### src/rtl/adc_unfold_offset_cal.sv
// ============================================================================
// Module   : adc_unfold_offset_cal
// Purpose  : Unfolds a sign+magnitude ADC slice code, removes the PFD offset,
//            estimates that offset by decimated averaging, and bins dead-zone hits.
// Revision : 1.0 - initial release
// ============================================================================
`default_nettype none

module adc_unfold_offset_cal #(
  parameter int NADC     = 8,
  parameter int NAVG_MAX = 10,
  parameter int HIST_W   = 24,
  parameter int NBIN_MAX = 20,
  localparam int SUM_W   = NADC + 1 + NAVG_MAX
) (
  input  logic              clk_retimer,
  input  logic              rst,
  input  logic [NADC-1:0]   din,
  input  logic              sign_out,
  input  logic              avg_tick,
  input  logic              en_pfd_cal,
  input  logic              en_ext_pfd_offset,
  input  logic [NADC-1:0]   ext_pfd_offset,
  input  logic [3:0]        Navg,
  input  logic [4:0]        Nbin,
  input  logic [NADC-2:0]   DZ,
  output logic [NADC-1:0]   dout,
  output logic [NADC-1:0]   dout_avg,
  output logic [SUM_W-1:0]  dout_sum,
  output logic [HIST_W-1:0] hist_center,
  output logic [HIST_W-1:0] hist_side,
  output logic [NADC-1:0]   pfd_offset
);

  localparam logic [3:0]              NAVG_CAP = 4'(NAVG_MAX);
  localparam logic [4:0]              NBIN_CAP = 5'(NBIN_MAX);
  localparam logic [NAVG_MAX:0]       AVG_ONE  = (NAVG_MAX+1)'(1);
  localparam logic [NBIN_MAX:0]       BIN_ONE  = (NBIN_MAX+1)'(1);
  localparam logic [HIST_W-1:0]       HIST_ONE = HIST_W'(1);
  localparam logic signed [SUM_W-1:0] SAT_MAX  = SUM_W'((2**(NADC-1)) - 1);
  localparam logic signed [SUM_W-1:0] SAT_MIN  = ~SAT_MAX;

  function automatic logic [NADC-1:0] sat_n(input logic signed [SUM_W-1:0] x);
    if (x > SAT_MAX)      sat_n = SAT_MAX[NADC-1:0];
    else if (x < SAT_MIN) sat_n = SAT_MIN[NADC-1:0];
    else                  sat_n = x[NADC-1:0];
  endfunction

  logic [NADC-1:0]          dout_q;
  logic signed [NADC-1:0]   pfd_offset_q;
  logic [NADC-1:0]          cal_offset_q;
  logic [NADC-1:0]          dout_avg_q;
  logic signed [SUM_W-1:0]  dout_sum_q;
  logic signed [SUM_W-1:0]  acc_q;
  logic [NAVG_MAX:0]        cnt_q;
  logic [HIST_W-1:0]        hist_center_q, hist_side_q;
  logic [HIST_W-1:0]        hcc_q, hcs_q;
  logic [NBIN_MAX:0]        hcnt_q;

  // Output path: unfold, subtract offset at NADC+2 bits, saturate
  logic signed [NADC:0]     raw_w;
  logic signed [NADC+1:0]   corr_w;
  logic signed [SUM_W-1:0]  corr_ext_w;
  logic [NADC-1:0]          dout_d;
  logic [NADC-1:0]          pfd_offset_d;

  assign raw_w        = sign_out ? $signed({1'b0, din}) : -$signed({1'b0, din});
  assign corr_w       = {raw_w[NADC], raw_w} - {{2{pfd_offset_q[NADC-1]}}, pfd_offset_q};
  assign corr_ext_w   = {{(SUM_W-NADC-2){corr_w[NADC+1]}}, corr_w};
  assign dout_d       = sat_n(corr_ext_w);
  assign pfd_offset_d = en_ext_pfd_offset ? ext_pfd_offset : cal_offset_q;

  // Average engine
  logic [3:0]               navg_eff_w;
  logic [NAVG_MAX:0]        avg_len_w;
  logic [NAVG_MAX:0]        cnt_d;
  logic signed [SUM_W-1:0]  acc_d;
  logic [NADC-1:0]          avg_d;
  logic                     avg_end_w;

  assign navg_eff_w = (Navg > NAVG_CAP) ? NAVG_CAP : Navg;
  assign avg_len_w  = AVG_ONE << navg_eff_w;
  assign cnt_d      = cnt_q + AVG_ONE;
  assign acc_d      = acc_q + {{(SUM_W-NADC-1){raw_w[NADC]}}, raw_w};
  assign avg_d      = sat_n(acc_d >>> navg_eff_w);
  assign avg_end_w  = (cnt_d >= avg_len_w);

  // Histogram engine; |-2^(NADC-1)| wraps to 2^(NADC-1) as an unsigned magnitude
  logic [4:0]               nbin_eff_w;
  logic [NBIN_MAX:0]        hist_len_w;
  logic [NBIN_MAX:0]        hcnt_d;
  logic [NADC-1:0]          mag_w;
  logic                     in_center_w;
  logic                     hist_end_w;
  logic [HIST_W-1:0]        hcc_d, hcs_d;

  assign nbin_eff_w  = (Nbin > NBIN_CAP) ? NBIN_CAP : Nbin;
  assign hist_len_w  = BIN_ONE << nbin_eff_w;
  assign hcnt_d      = hcnt_q + BIN_ONE;
  assign hist_end_w  = (hcnt_d >= hist_len_w);
  assign mag_w       = dout_q[NADC-1] ? ('0 - dout_q) : dout_q;
  assign in_center_w = (mag_w <= {1'b0, DZ});
  assign hcc_d       = (in_center_w && (hcc_q != '1)) ? hcc_q + HIST_ONE : hcc_q;
  assign hcs_d       = (!in_center_w && (hcs_q != '1)) ? hcs_q + HIST_ONE : hcs_q;

  always_ff @(posedge clk_retimer or posedge rst) begin
    if (rst) begin
      dout_q        <= '0;
      pfd_offset_q  <= '0;
      cal_offset_q  <= '0;
      dout_avg_q    <= '0;
      dout_sum_q    <= '0;
      acc_q         <= '0;
      cnt_q         <= '0;
      hist_center_q <= '0;
      hist_side_q   <= '0;
      hcc_q         <= '0;
      hcs_q         <= '0;
      hcnt_q        <= '0;
    end else begin
      dout_q       <= dout_d;
      pfd_offset_q <= pfd_offset_d;
      if (avg_tick) begin
        if (avg_end_w) begin
          dout_sum_q <= acc_d;
          dout_avg_q <= avg_d;
          acc_q      <= '0;
          cnt_q      <= '0;
          if (en_pfd_cal) cal_offset_q <= avg_d;
        end else begin
          acc_q <= acc_d;
          cnt_q <= cnt_d;
        end
        if (hist_end_w) begin
          hist_center_q <= hcc_d;
          hist_side_q   <= hcs_d;
          hcc_q         <= '0;
          hcs_q         <= '0;
          hcnt_q        <= '0;
        end else begin
          hcc_q  <= hcc_d;
          hcs_q  <= hcs_d;
          hcnt_q <= hcnt_d;
        end
      end
    end
  end

  assign dout        = dout_q;
  assign pfd_offset  = pfd_offset_q;
  assign dout_avg    = dout_avg_q;
  assign dout_sum    = dout_sum_q;
  assign hist_center = hist_center_q;
  assign hist_side   = hist_side_q;

endmodule

`default_nettype wire

### config.mk
export PLATFORM = sky130hd
export DESIGN_NAME = adc_unfold_offset_cal
export DESIGN_NICKNAME = d
export VERILOG_FILES = /design/src/rtl/adc_unfold_offset_cal.sv
export SDC_FILE = /design/constraint.sdc
export NUM_CORES = 1
export LEC_CHECK = 0
export CAP_MARGIN = 40
export CORE_UTILIZATION = 45
export DETAILED_ROUTE_END_ITERATION = 8
export PLACE_DENSITY = 0.65
export SYNTH_ARGS = -nofsm -noshare
export SYNTH_HDL_FRONTEND = slang
export SYNTH_SLANG_ARGS = --single-unit
### constraint.sdc
create_clock -name clk_retimer -period 7.3 [get_ports clk_retimer]
set_input_delay 0.73 -clock clk_retimer [delete_from_list [all_inputs] [get_ports clk_retimer]]
set_output_delay 0.73 -clock clk_retimer [all_outputs]
set_load 0.02 [all_outputs]
==> results of run 1 <==
-- cell families (layout without fill, tap and decap cells) --
| family | after synthesis | after routing | share of synthesized area (%) |
|---|---|---|---|
| mux | 24 | 24 | 2.291 |
| fa+ha+maj | 76 | 76 | 7.130 |
| flops | 198 | 198 | 36.58 |
| buf+inv | 152 | 240 | 4.553 |
| compound gates | 478 | 478 | 23.28 |
| xor+xnor | 105 | 105 | 6.789 |
| simple gates | 548 | 548 | 19.38 |
-- cells in the final DEF (no fill, tap or decap), types with 15 or more instances in the layout --
cell type        netlist  routed
nand2_1              226     225
dfrtp_1              198     198
o21ai_0              185     185
clkdlybuf4s50_1        0     127
nand3_1               77      77
ha_1                  74      74
nor2_1                73      72
a21oi_1               58      57
xnor2_1               56      56
inv_1                 57      55
xor2_1                49      49
and3_1                38      38
a21o_1                26      26
o31ai_1               25      25
nor3_1                23      23
a31oi_1               23      23
nand4_1               19      19
nor4_1                19      19
buf_4                  4      18
clkbuf_16              0      17
a22o_1                16      16
nor2b_1               15      15
o21a_1                15      15
-- path summary, 6_finish.rpt --
| path | from | to | slack, ns | cells after the start |
|---|---|---|---|---|
| min | hist_side[13]$_DFFE_PP0P_ | hist_side[13]$_DFFE_PP0P_ | 0.48 | 2 |
| min reg2reg | hist_side[13]$_DFFE_PP0P_ | hist_side[13]$_DFFE_PP0P_ | 0.48 | 2 |
| max | din[3] | cal_offset_q[3]$_DFFE_PP0P_ | 2.17 | 16 |
| max in group asynchronous | rst | hcc_q[3]$_DFFE_PP0P_ | 5.20 | 5 |
| min in group asynchronous | rst | pfd_offset[0]$_DFF_PP0_ | 0.69 | 2 |
| max reg2reg | hcnt_q[0]$_DFFE_PP0P_ | hist_side[9]$_DFFE_PP0P_ | 2.17 | 18 |
-- sequential cells by signal, indices dropped and copies added (netlist names) --
register / flops
cal_offset_q: 8
hcs_q: 24
dout: 8
hcnt_q: 21
cnt_q: 11
hist_side: 24
dout_avg: 8
hcc_q: 24
hist_center: 24
acc_q: 19
dout_sum: 19
pfd_offset: 8
-- through the flow --
step / area (um2) / power, mW
6_report: 15810 / 5.839
5_1_grt: 15810 / 6.245
4_1_cts: 15810 / 5.845
3_5_place_dp: 15170 / 4.808
3_3_place_gp: 15070 / 4.748
2_1_floorplan: 13550 / 3.779
-- per-layer routing --
metal | global-route usage (%) | vias to the layer above | share of wire [%]
li1 | - | 5866 | -
met5 | 0 | - | 0
met2 | 40.94 | 303 | 48
met3 | 3.290 | 58 | 4.1
met4 | 8.152 | 0 | 2.2
met1 | 31.03 | 5708 | 45
-- area by class of cell --
cell class                      count  share of cell area (%)
Clock buffer                       18                   2.779
Timing Repair Buffer              151                   9.555
Sequential cell                   198                   31.35
Clock inverter                     14                   1.267
Multi-Input combinational cell   1231                   50.56
Tap cell                          390                   3.087
Inverter                           57                   1.401
-- critical path: cells and delay by family --
kind,cells,cell delay [ns]
compound gates,10,2.72
fa+ha+maj,1,0.52
buf+inv,2,0.73
simple gates,3,0.70
-- power by group --
| part | total [mW] | switching [mW] | internal (mW) |
|---|---|---|---|
| sequential | 1.54 | 0.198 | 1.34 |
| clock | 1.02 | 0.483 | 0.536 |
| combinational | 3.28 | 2.03 | 1.25 |
==> Implementation_results.wiki, run 1 <==
{| class="wikitable"
! Metric !! Value
|-
| Pwr per Cell Area || 369.4 mW/mm2
|-
| Final Hold Fails || 0
|-
| Critical Path End Type || register
|-
| Leading post-synthesis cells by instance count || nand2_1 (226), dfrtp_1 (198), o21ai_0 (185)
|-
| Initial DRC count || 873
|-
| Final weighted congestion of routability-driven global placement || 0.9766
|-
| Count of max-cap constraint violations || 0
|-
| Synthesized netlist net count || 1695
|-
| Post-Route Hold Slack || 0.4785 ns
|-
| Clock H-tree levels || 4
|-
| Std-Cell Core Area || 0.02964 mm2
|-
| Placed Cells || 2027
|-
| Flip-flop and latch area || 0.004955 mm2
|-
| Area growth, synth to finish || 16.67%
|-
| Worst hold path class || reg2reg
|-
| Maximum number of pins on one net before global-route repair || 88
|-
| DPL Wire Length || 26210 um
|-
| Via count of the first global-routing pass || 11788
|-
| Final period utilization || 70.32%
|-
| Status || finished clean
|-
| Area occupied by multi-input gates || 0.007991 mm2
|-
| Number of buffers created by CTS || 17
|-
| N_diodes || 0
|-
| Post-Place Worst Slack || 1.730 ns
|-
| Initial DRT Pass Iterations || 5
|-
| Max Buffers Root-to-Sink || 2
|-
| Vias after detailed routing || 11935
|-
| Number of rows in the core area || 63
|-
| Source-to-sink clock delay at the later pin of the worst-skew pair || 0.46 ns
|-
| Die X || 175.5 um
|-
| Detail-routed net length per standard cell || 17.51 um
|-
| Data arrival time of the critical path || 5.43 ns
|-
| Root cell of the clock tree || clkbuf_16
|-
| Post-CTS setup buffer count || 0
|-
| Fraction of final layout cells with drive strength greater than 1 || 7.130%
|-
| Final number of max-transition violations || 0
|-
| Number of enable-type register cells in the synthesized netlist || 0
|-
| Num ports || 129
|-
| Leakage power || 6.738 nW
|-
| Buffers on Ports || 128
|-
| Routed wire length || 36060 um
|-
| ANT nets after route || 0
|-
| Grt total ovfl || 0
|-
| Launching element type of the critical path || input pin
|-
| Maximum vdd drop || 0.0001982 V
|-
| # clock sinks || 198
|-
| Post-detailed-route via-to-cell ratio || 5.797
|-
| Synthesis-stage register bit count || 198
|-
| Antenna violations before repair || 0
|-
| Synth Area per Inst || 8.568 um2
|-
| Number of distinct library cells after synthesis || 84
|-
| Area of the die || 0.03080 mm2
|-
| Peak per-stage delay on the critical path || 0.59 ns
|-
| Most numerous cell in the Yosys netlist || nand2_1
|-
| Number of endpoints failing setup at the final stage || 0
|-
| Crit-path slowest cell || a211oi_2
|-
| CP Cell Sequence || clkdlybuf4s50_1, nor4_4, a31oi_2, buf_4, ha_1, nand2_1, o21ai_1, o21ba_2, o31ai_1, a211oi_2, nand2_1, a311oi_1, o211ai_1, o31a_2, a211oi_2, a311oi_1
|-
| Area share of the largest cell type after synthesis || 36.58%
|-
| Overall fraction of global-route tracks in use || 23.94%
|-
| Worst clock skew || 0.02104 ns
|-
| Primary FF master, synth || dfrtp_1
|-
| Slew @ Worst Pin || 0.8374 ns
|-
| Count of fill cells added during filler insertion || 2852
|-
| Cts repair resizes || 0
|-
| Final cell count without fillers || 2059
|-
| Setup repair after global routing missed its margin || false
|-
| Warnings from Yosys || 0
|-
| Wire length of the first global-routing pass || 59770 um
|-
| Number of nets in the layout || 1770
|-
| Data required time of the worst path || 7.60 ns
|-
| Period minus WS final || 5.134 ns
|-
| Max transition margin || 43.83%
|-
| Sequential fraction of the synthesis area || 36.58%
|-
| Synth Cell Area || 0.01355 mm2
|-
| Clock-pin slew on the worst setup and hold paths || 0.08 ns
|-
| Highest clock rate || 0.1948 GHz
|-
| Worst setup path category || in2reg
|-
| Critical Path Fanout Max || 12
|-
| Cts hold-fix bufs || 0
|-
| Post-route setup TNS || 0 ns
|-
| Final cell utilization of the core || 53.33%
|-
| Area leader, netlist || dfrtp_1
|-
| Post-Synthesis Cells || 1581
|-
| Fraction of registers with async set or reset after synthesis || 100.0%
|-
| Setup WS post-layout || 2.166 ns
|-
| Number of DRC violations after detailed routing || 0
|-
| Main area contributors after synthesis || dfrtp_1 (37%), ha_1 (6.8%), o21ai_0 (6.8%)
|-
| Floorplan die height || 175.5 um
|-
| CTS tree || built
|-
| Starting density of the core || 45.71%
|}
Power figures use the tool's default switching activity.
==> run 2, diff against run 1 <==
Settings changed: PLACE_DENSITY 0.65 to 0.68.
Clock period 7.3 ns to 4.2 ns, I/O delays scaled along.
==> run 2 against run 1 <==
Effect of this change: total power up 110%; global-route usage up 2.7 points; cell count up 9.5%; sequential power up 76%; sequential cell count unchanged; clock power up 67%; combinational power up 140%; first-iteration DRC count up 5.2%; critical path type is now reg2reg; largest cell class unchanged; highest routed layer unchanged.
==> Implementation_results.wiki, run 2 (same netlist as run 1, synthesis figures left out) <==
{| class="wikitable"
! Metric !! Value
|-
| Number of rows in the core area || 63 (unchanged)
|-
| ANT nets after route || 0 (unchanged)
|-
| Max Buffers Root-to-Sink || 2 (unchanged)
|-
| Routed wire length || 41630 um (+15%)
|-
| Starting density of the core || 45.71% (unchanged)
|-
| Launching element type of the critical path || register
|-
| Clock-pin slew on the worst setup and hold paths || 0.08 ns (about the same)
|-
| Overall fraction of global-route tracks in use || 26.67% (+2.7 points)
|-
| Number of endpoints failing setup at the final stage || 0 (unchanged)
|-
| Max transition margin || 40.60% (-3.2 points)
|-
| Data arrival time of the critical path || 4.50 ns (-0.93 ns)
|-
| Slew @ Worst Pin || 0.8911 ns (+0.05366 ns)
|-
| Via count of the first global-routing pass || 12404 (+5.2%)
|-
| Critical Path End Type || register
|-
| Count of max-cap constraint violations || 0 (unchanged)
|-
| Initial DRT Pass Iterations || 6 (+1)
|-
| Total Power Consumption || 12.29 mW (+110%)
|-
| Number of buffers created by CTS || 17 (unchanged)
|-
| Area of the die || 0.03080 mm2 (unchanged)
|-
| CTS tree || built
|-
| Period minus WS final || 4.131 ns
|-
| # clock sinks || 198 (unchanged)
|-
| DPL Wire Length || 29230 um (+12%)
|-
| Floorplan die height || 175.5 um (unchanged)
|-
| Final number of max-transition violations || 0 (unchanged)
|-
| Buffers on Ports || 128 (unchanged)
|-
| Post-detailed-route via-to-cell ratio || 5.736 (-1.0%)
|-
| Final weighted congestion of routability-driven global placement || 0.9250 (-5.3%)
|-
| Post-DP Area || 0.01636 mm2 (+7.9%)
|-
| Highest clock rate || 0.2420 GHz
|-
| Final period utilization || 98.37%
|-
| Detail-routed net length per standard cell || 18.47 um (+5.5%)
|-
| Summed area of non-filler cells in the final layout || 0.01804 mm2 (+14%)
|-
| Status || finished clean
|-
| Source-to-sink clock delay at the later pin of the worst-skew pair || 0.45 ns (about the same)
|-
| N_diodes || 0 (unchanged)
|-
| Maximum number of pins on one net before global-route repair || 126 (+43%)
|-
| Final Hold Fails || 0 (unchanged)
|-
| Most common cell after layout, fill and taps aside || nand2_1
|-
| Area growth, synth to finish || 33.19%
|-
| Die X || 175.5 um (unchanged)
|-
| Number of DRC violations after detailed routing || 0 (unchanged)
|-
| Leakage power || 7.837 nW (+16%)
|-
| Vias after detailed routing || 12929 (+8.3%)
|-
| Root cell of the clock tree || clkbuf_16
|-
| Critical Path Fanout Max || 7 (-5)
|-
| Worst hold path class || in2async
|-
| Wire length of the first global-routing pass || 65530 um (+9.6%)
|-
| Maximum vdd drop || 0.0004407 V (+120%)
|-
| Pwr per Cell Area || 681.3 mW/mm2 (+84%)
|-
| Post-Route Hold Slack || 0.3995 ns (-0.07894 ns)
|-
| Std-Cell Core Area || 0.02964 mm2 (unchanged)
|-
| Initial DRC count || 918 (+5.2%)
|-
| Grt total ovfl || 0 (unchanged)
|-
| Number of nets in the layout || 1965 (+11%)
|-
| Worst setup path category || reg2reg
|-
| Commonest non-fill, non-tap cells in the layout || nand2_1 (223), dfrtp_1 (198), buf_4 (198)
|-
| Antenna violations before repair || 0 (unchanged)
|-
| Num ports || 129 (unchanged)
|-
| Fraction of final layout cells with drive strength greater than 1 || 22.00% (+15 points)
|-
| Data required time of the worst path || 4.57 ns (-3.03 ns)
|-
| Clock H-tree levels || 4 (unchanged)
|-
| Worst clock skew || 0.01509 ns (-0.005953 ns)
|}
## run 2: worst paths after layout
kind	endpoint	from	cells past startpoint	slack [ns]
max in group asynchronous	hcc_q[5]$_DFFE_PP0P_	rst	3	2.70
min in group clk_retimer	hist_center[4]$_DFFE_PP0P_	hist_center[4]$_DFFE_PP0P_	2	0.48
hold reg to reg	hist_center[4]$_DFFE_PP0P_	hist_center[4]$_DFFE_PP0P_	2	0.48
setup / recovery	hcnt_q[14]$_DFFE_PP0P_	hcnt_q[1]$_DFFE_PP0P_	20	0.07
setup reg to reg	hcnt_q[14]$_DFFE_PP0P_	hcnt_q[1]$_DFFE_PP0P_	20	0.07
hold / removal	hist_side[3]$_DFFE_PP0P_	rst	2	0.40
## run 2: report_power, final
group          internal [mW]  leakage (nW)  switching [mW]
clock                  0.811         0.287           0.887
sequential              2.33          2.62           0.374
combinational           3.65          4.93            4.24
total                   6.79          7.84            5.50
## run 2: layer usage
layer | global-route usage (%) | part of all wire (%) | vias up
met1 | 35.22 | 44 | 6234
met2 | 45.17 | 49 | 374
li1 | - | - | 6253
met5 | 0 | 0 | -
met3 | 3.463 | 4.5 | 68
met4 | 8.659 | 2.3 | 0
## run 2: timing repair
item	4_1_cts	5_1_grt
buffers inserted	12	18
hold buffers	0	0
cloned	1	5
pin swaps	42	41
endpoints found under the setup margin	82	120
resized for setup	88	95
## run 2: metrics by stage
stage / TNS, ns / setup slack [ns] / util (%) / std cells
2_1_floorplan: 0 / 0.004865 / - / 1581
3_3_place_gp: -11.98 / -0.9511 / 55.19 / 2186
3_5_place_dp: -13.03 / -0.8579 / 55.20 / 2187
4_1_cts: 0 / 0.006980 / 58.89 / 2231
5_1_grt: -2.492 / -0.09594 / 60.87 / 2254
6_report: 0 / 0.06852 / 60.87 / 2254
## run 2: area by class of cell
class,count,area (um2)
Tap cell,390,488.0
Fill cell,2635,11600
Timing Repair Buffer,346,3077
Inverter,57,217.7
Clock buffer,17,425.4
Sequential cell,198,4955
Clock inverter,15,173.9
Multi-Input combinational cell,1231,8706
## run 2: worst max-delay path: stages (launching register included)
cell	delay, ns
dfrtp_1	0.43
ha_4	0.18
and3_4	0.19
and3_1	0.19
and3_4	0.19
and3_1	0.21
and3_4	0.23
nand3_2	0.09
xnor2_2	0.16
ha_1	0.32
a21o_1	0.18
a21o_1	0.18
a21oi_2	0.16
and3b_2	0.23
and3_4	0.21
a21oi_4	0.07
buf_6	0.15
nor2_4	0.24
buf_6	0.22
nand2_1	0.07
o21ai_0	0.15
==> run 3, diff against run 2 <==
Settings changed: ABC_AREA set to 1.
==> run 3 against run 2 <==
Effect of this change: register-to-register slack improved by 0.20 ns; non-clock buffer count fell by 154; critical path depth rose by 4; via count fell by 9.0%; largest cell class unchanged.
==> Implementation_results.wiki, run 3 <==
{| class="wikitable"
! Metric !! Value
|-
| Post-route setup TNS || 0 ns (unchanged)
|-
| Std-Cell Core Area || 0.02786 mm2 (-6.0%)
|-
| Antenna violations before repair || 0 (unchanged)
|-
| Warnings from Yosys || 0 (unchanged)
|-
| Die X || 170.4 um (-2.9%)
|-
| Wire length of the first global-routing pass || 54630 um (-17%)
|-
| # clock sinks || 198 (unchanged)
|-
| Floorplan die height || 170.4 um (-2.9%)
|-
| CP Cell Sequence || ha_2, nand2_1, nor3_4, nand3_2, nor3_2, nand4_1, nor2_1, nand2_1, nor3_2, xor2_1, inv_1, ha_1, nand2_1, inv_1, nor2_1, nor2_1, a2111oi_2, nand3_1, a31oi_1, inv_2, nor2_4, buf_4, nand3_1, o21ai_0
|-
| N_diodes || 0 (unchanged)
|-
| Startpoint of the worst hold path || dout_sum[18]$_DFFE_PP0P_
|-
| Grt total ovfl || 0 (unchanged)
|-
| Via count of the first global-routing pass || 11285 (-9.0%)
|-
| Placed Cells || 2216 (+1.3%)
|-
| Fraction of final layout cells with drive strength greater than 1 || 9.580% (-12 points)
|-
| Launching element type of the critical path || register
|-
| Max transition margin || 45.50% (+4.9 points)
|-
| Most numerous cell in the Yosys netlist || nand2_1
|-
| Synthesized netlist net count || 1818 (+7.3%)
|-
| CTS tree || built
|-
| Number of distinct library cells after synthesis || 46 (-45%)
|-
| Post-detailed-route via-to-cell ratio || 5.213 (-9.1%)
|-
| Count of fill cells added during filler insertion || 2590 (-1.7%)
|-
| Final period utilization || 93.71% (-4.7 points)
|-
| DPL Wire Length || 25340 um (-13%)
|-
| Number of enable-type register cells in the synthesized netlist || 0 (unchanged)
|-
| Worst setup path category || reg2reg
|-
| Initial DRC count || 819 (-11%)
|-
| Sequential fraction of the synthesis area || 38.82% (+2.2 points)
|-
| Number of endpoints failing setup at the final stage || 0 (unchanged)
|-
| Max Buffers Root-to-Sink || 2 (unchanged)
|-
| Capturing element of the worst setup path || hcs_q[14]$_DFFE_PP0P_
|-
| ANT nets after route || 0 (unchanged)
|-
| Status || finished clean
|-
| Most common cell after layout, fill and taps aside || nand2_1
|-
| Area of the die || 0.02904 mm2 (-5.7%)
|-
| Summed area of non-filler cells in the final layout || 0.01562 mm2 (-13%)
|-
| Root cell of the clock tree || clkbuf_16
|-
| Vias after detailed routing || 11766 (-9.0%)
|-
| Final weighted congestion of routability-driven global placement || 0.9074 (-1.9%)
|-
| Source-to-sink clock delay at the later pin of the worst-skew pair || 0.46 ns (about the same)
|-
| Final Hold Fails || 0 (unchanged)
|-
| Clock-pin slew on the worst setup and hold paths || 0.08 ns (about the same)
|-
| Primary FF master, synth || dfrtp_1
|-
| Launch point of the worst reg-to-reg path || hcnt_q[0]$_DFFE_PP0P_
|-
| Top cell family by delay on the critical path || simple AND/OR/NAND/NOR gates
|-
| Clock H-tree levels || 4 (unchanged)
|-
| Area occupied by multi-input gates || 0.006888 mm2 (-21%)
|-
| Critical path origin || hcnt_q[0]$_DFFE_PP0P_
|-
| Num ports || 129 (unchanged)
|-
| Synth Cell Area || 0.01276 mm2 (-5.8%)
|-
| Data arrival time of the critical path || 4.28 ns (-0.22 ns)
|-
| Slew @ Worst Pin || 0.8174 ns (-0.07362 ns)
|-
| Final cell utilization of the core || 56.05% (-4.8 points)
|-
| Maximum vdd drop || 0.0004153 V (-5.8%)
|-
| Leakage power || 7.500 nW (-4.3%)
|-
| Routed wire length || 33950 um (-18%)
|-
| Area leader, netlist || dfrtp_1
|-
| Number of buffers created by CTS || 17 (unchanged)
|-
| Main area contributors after synthesis || dfrtp_1 (39%), nand2_1 (14%), ha_1 (7.3%)
|-
| Worst hold path class || reg2reg
|-
| Peak per-stage delay on the critical path || 0.38 ns (-0.05 ns)
|-
| Maximum number of pins on one net before global-route repair || 145 (+15%)
|-
| Buffers on Ports || 128 (unchanged)
|-
| Post-Synthesis Cells || 1704 (+7.8%)
|-
| Number of rows in the core area || 61 (-3.2%)
|-
| Initial DRT Pass Iterations || 5 (-1)
|-
| Pwr per Cell Area || 707.3 mW/mm2 (+3.8%)
|-
| Fraction of registers with async set or reset after synthesis || 100.0% (unchanged)
|-
| Leading post-synthesis cells by instance count || nand2_1 (462), inv_1 (207), dfrtp_1 (198)
|-
| Area growth, synth to finish || 22.33%
|-
| Synth Area per Inst || 7.491 um2 (-13%)
|-
| Detail-routed net length per standard cell || 15.04 um (-19%)
|-
| Worst clock skew || 0.02229 ns (+0.007201 ns)
|-
| Count of max-cap constraint violations || 0 (unchanged)
|-
| Crit-path slowest cell || dfrtp_1
|-
| Flip-flop and latch area || 0.004955 mm2 (unchanged)
|-
| Capture instance of the worst register-to-register path || hcs_q[14]$_DFFE_PP0P_
|-
| Number of DRC violations after detailed routing || 0 (unchanged)
|-
| Critical Path End Type || register
|-
| Starting density of the core || 45.82% (+0.11 points)
|-
| Area share of the largest cell type after synthesis || 38.82% (+2.2 points)
|-
| Number of nets in the layout || 1980 (+0.76%)
|-
| Count of cell instances traversed by the critical path || 24 (+20%)
|-
| Highest clock rate || 0.2541 GHz (+5.0%)
|-
| Post-DP Area || 0.01479 mm2 (-9.6%)
|-
| Final number of max-transition violations || 0 (unchanged)
|-
| Final cell count without fillers || 2257 (+0.13%)
|-
| Cts hold-fix bufs || 0 (unchanged)
|-
| Bufs and invs on worst path || 4 (+2)
|-
| Commonest non-fill, non-tap cells in the layout || nand2_1 (459), inv_1 (205), dfrtp_1 (198)
|-
| Data required time of the worst path || 4.55 ns (-0.02 ns)
|-
| Overall fraction of global-route tracks in use || 23.59% (-3.1 points)
|-
| Number of cells on the worst reg-to-reg path || 24 (+20%)
|-
| Period minus WS final || 3.936 ns (-0.1955 ns)
|-
| Synthesis-stage register bit count || 198 (unchanged)
|-
| Setup slack, reg-to-reg || 0.26 ns (+0.20 ns)
|-
| Critical Path Fanout Max || 14 (+7)
|}
[run 3: changes by cell type in the layout (fill, tap and decap cells not counted), moves of 23 or more]
| cell | previous run | this run |
|---|---|---|
| inv_1 | 51 | 205 |
| buf_4 | 198 | 54 |
| xnor2_1 | 52 | 7 |
| xor2_1 | 45 | 83 |
| a21o_1 | 26 | 2 |
| nand3_1 | 76 | 106 |
| o21ai_0 | 169 | 143 |
| o22ai_1 | 3 | 49 |
| nor2_1 | 62 | 94 |
| and3_1 | 30 | 1 |
| o31ai_1 | 24 | 1 |
| nand2_1 | 223 | 459 |
[run 3: repair_timing]
item / 4_1_cts / 5_1_grt
setup endpoints to repair: 9 / 131
pin swaps: 0 / 10
cloned: 0 / 2
buffers inserted: 0 / 7
resized for setup: 1 / 27
[run 3: metrics by stage]
step	setup slack [ns]	total power, mW	hold slack, ns
2_1_floorplan	0.4787	6.936	0.4450
3_3_place_gp	-0.08182	8.934	0.4598
3_5_place_dp	-0.08211	9.071	0.4675
4_1_cts	0.08274	10.79	0.4912
5_1_grt	-0.04146	11.91	0.4978
6_report	0.2641	11.04	0.4828
[run 3: worst min path at each step]
stage                                       end  depth (start not counted)
finish                 dout_sum[18]$_DFFE_PP0P_                          2
global route          hist_side[19]$_DFFE_PP0P_                          2
CTS                    dout_sum[18]$_DFFE_PP0P_                          2
detailed placement     dout_sum[18]$_DFFE_PP0P_                          2
global placement       dout_sum[18]$_DFFE_PP0P_                          2
floorplan           cal_offset_q[0]$_DFFE_PP0P_                          2
[run 3: layout make-up]
class / instances / share of cell area (%)
Clock inverter: 14 / 1.154
Clock buffer: 18 / 2.748
Multi-Input combinational cell: 1239 / 44.11
Inverter: 218 / 5.280
Tap cell: 378 / 3.029
Timing Repair Buffer: 192 / 11.95
Sequential cell: 198 / 31.73
[run 3: layer usage]
layer  vias to the layer above  share of wire (%)  global-route usage [%]
met5                         -                  0                       0
met4                         0                2.0                   6.620
met3                        50                4.2                   3.233
met2                       287                 49                   41.32
met1                      5515                 45                   30.26
li1                       5914                  -                       -
[run 3: kinds of logic (layout without fill, tap and decap cells)]
| logic type | count (synthesis) | in the layout | synth area share [%] |
|---|---|---|---|
| buffers and inverters | 267 | 442 | 7.959 |
| xor gates and xnor gates | 90 | 90 | 6.175 |
| DFF | 198 | 198 | 38.82 |
| AOI/OAI and AO/OA | 274 | 274 | 11.81 |
| muxes | 8 | 8 | 0.7058 |
| and+or+nand+nor | 791 | 791 | 26.97 |
| adders and majority gates | 76 | 76 | 7.567 |
[run 3: worst register-to-register path, cell delays in order, from the launching register on]
cell       delay [ns]
dfrtp_1          0.38
ha_2             0.21
nand2_1          0.10
nor3_4           0.21
nand3_2          0.12
nor3_2           0.11
nand4_1          0.13
nor2_1           0.12
nand2_1          0.12
nor3_2           0.21
xor2_1           0.19
inv_1            0.06
ha_1             0.33
nand2_1          0.08
inv_1            0.04
nor2_1           0.09
nor2_1           0.06
a2111oi_2        0.29
nand3_1          0.13
a31oi_1          0.20
inv_2            0.09
nor2_4           0.12
buf_4            0.25
nand3_1          0.09
o21ai_0          0.10
[run 3: power by group]
| group | internal (mW) | switching, mW |
|---|---|---|
| logic | 2.47 | 3.99 |
| clock network | 0.811 | 0.867 |
| registers | 2.50 | 0.403 |
==> edit, RTL diff (flow settings as in run 1) <==
Change the parameter `NBIN_MAX` from 20 to 40.
--- a/src/rtl/adc_unfold_offset_cal.sv
+++ b/src/rtl/adc_unfold_offset_cal.sv
@@ -10,7 +10,7 @@
   parameter int NADC     = 8,
   parameter int NAVG_MAX = 10,
   parameter int HIST_W   = 24,
-  parameter int NBIN_MAX = 20,
+  parameter int NBIN_MAX = 40,
   localparam int SUM_W   = NADC + 1 + NAVG_MAX
 ) (
   input  logic              clk_retimer,
Behaviour: same outputs for any inputs over 4 cycles, from zero or initial values and one cycle with rst high; that may be too few to reach the edited logic, so the function may still have changed.
==> edit against run 1 <==
Combinational power shrank 24%. Register-to-register slack lost 0.28 ns. Cell area is 5.1% higher. Routed wire length down 1.3%. Sequential cell count increased by 20. Power decreased by 7.5%. Area after synthesis rose by 3.4%. Worst setup slack lost 0.35 ns. Largest cell class unchanged.
==> edit: results (changes against run 1) <==
* Synth area leaders: dfrtp_1, ha_1, nand2_1 (was dfrtp_1, ha_1, o21ai_0)
* Setup Skew at 0.0157 ns (was 0.0210 ns)
* Status: completed (unchanged)
* Final worst-path cycle share at 75.1% (was 70.3%)
* Worst R2R Setup Slack at 1.89 ns (was 2.17 ns)
* Number of cells on the worst hold path at 1 (was 2)
* Ant diodes at 0 (unchanged)
* Largest fanout on the critical path at 11 (was 12)
* Clock transition at path regs at 0.06 ns (was 0.08 ns)
* Hold wc startpoint: dout_avg[7] (was hist_side[13])
* Fin nets at 1,849 (was 1,770)
* Insertion delay to the later sink of the worst-skew pair at 0.54 ns (was 0.46 ns)
* Register area share after synthesis at 38.9% (was 36.6%)
* Max reg flops at 41
* TritonCTS Buffers at 26 (was 17)
* Actual slew at the worst max-slew pin at 0.765 ns (was 0.837 ns)
* Via density at 5.68 (was 5.80)
* # fillers at 2,790 (was 2,852)
* CTS resizes at 0 (unchanged)
* Drt pass-1 iters at 5 (unchanged)
* CP top delay family: compound AO/OA/AOI/OAI gates (unchanged)
* Placer congestion estimate at 0.907 (was 0.977)
* CP max stage delay at 0.63 ns (was 0.59 ns)
* WHS Endpoint: dout_avg[7] (was hist_side[13])
* Leak Pwr at 7.20 nW (was 6.74 nW)
* RR Endpoint: hcs_q[2] (was hist_side[9])
* DP Worst Slack at 1.46 ns (was 1.73 ns)
* Detailed Route Iter0 Violations at 939 (was 873)
* Total track usage at 22.5% (was 23.9%)
* Layout cells sized above 1 at 5.51% (was 7.13%)
* Worst vdd ir at 0.236 mV (was 0.198 mV)
* Pin count of the biggest net entering global routing at 91 (was 88)
* Synth top cells by count: dfrtp_1, nand2_1, nor2_1 (was nand2_1, dfrtp_1, o21ai_0)
* Grt total ovfl at 0 (unchanged)
* CTS root buffer: clkbuf_16 (unchanged)
* Ys async rst share at 100% (unchanged)
* Routed WL at 35,600 um (was 36,100 um)
* Synth cell types at 79 (was 84)
* Placed cell area at 15,800 um2 (was 15,200 um2)
* Maximum buffer depth of the clock tree at 3 (was 2)
* Slowest-stage cell, CP: a221oi_1 (was a211oi_2)
* First-pass GRT wire length at 58,200 um (was 59,800 um)
* R2R depth at 20 (was 18)
* Post-CTS Setup Repair Bufs at 0 (unchanged)
* Crit path arrival time at 5.93 ns (was 5.43 ns)
* Vias in the first global route at 11,200 (was 11,800)
* CTS H-tree lvls at 1 (was 4)
* Top reg by flops: hcnt_q
* DP HPWL at 25,400 um (was 26,200 um)
* Port bufs at 128 (unchanged)
edit: cell types whose count changed after synthesis, moves of 26 or more:
cell and delta:
nand3_1 -26, o2bb2ai_1 +31, xnor2_1 +26, nor2_1 +57
o21ai_0 -64, a21oi_1 +62
edit: cell families (layout without fill, tap and decap cells):
logic type               count (synthesis)  in the layout  synth area share [%]
buffers and inverters                  138            250                  3.81
other                                    1             23                0.0268
adder cells (fa/ha/maj)                 87             87                  7.88
multiplexers                            25             25                  1.88
XOR/XNOR                               113            113                  7.12
AND/OR/NAND/NOR                        557            557                  18.8
flip-flops                             218            218                  38.9
AO/OA/AOI/OAI                          468            468                  21.6
edit: where the power goes:
group          switching (W)  total [W]  internal (W)
logic                0.00148    0.00250       0.00102
clock network       0.000505    0.00124      0.000737
registers           0.000204    0.00166       0.00145
total                0.00219    0.00540       0.00321
edit: how the worst max path moves through the flow:
stage | start | to | cells past startpoint
finish | din[3] | dout_avg[1] | 17
global route | hcnt_q[0] | hcs_q[9] | 21
CTS | hcnt_q[0] | hcs_q[9] | 21
detailed placement | din[3] | dout_avg[2] | 17
global placement | din[0] | dout_avg[4] | 18
floorplan | rst | acc_q[0] | 1
edit: stage by stage:
stage | cells | hold slack [ns] | utilization (%)
6_report | 2137 | 0.477 | 54.3
5_1_grt | 2137 | 0.490 | 54.3
4_1_cts | 2137 | 0.477 | 54.3
3_5_place_dp | 2092 | 0.466 | 51.6
3_3_place_gp | 2088 | 0.459 | 51.3
2_1_floorplan | 1629 | 0.459 | -
edit: layout make-up:
| type | count | area, um2 | share of cell area, % |
|---|---|---|---|
| Tap cell | 396 | 495 | 2.98 |
| Sequential cell | 218 | 5460 | 32.9 |
| Timing Repair Buffer | 147 | 1490 | 8.95 |
| Inverter | 58 | 225 | 1.36 |
| Multi-Input combinational cell | 1273 | 8130 | 48.9 |
| Clock buffer | 37 | 742 | 4.47 |
| Clock inverter | 8 | 76.3 | 0.460 |
edit: layer usage:
| layer | up-vias | wire (um) | global-route usage [%] |
|---|---|---|---|
| met4 | 0 | 671 | 4.98 |
| li1 | 5981 | - | - |
| met5 | - | 0 | 0 |
| met2 | 283 | 15500 | 34.0 |
| met1 | 5818 | 17700 | 33.8 |
| met3 | 48 | 1760 | 2.94 |
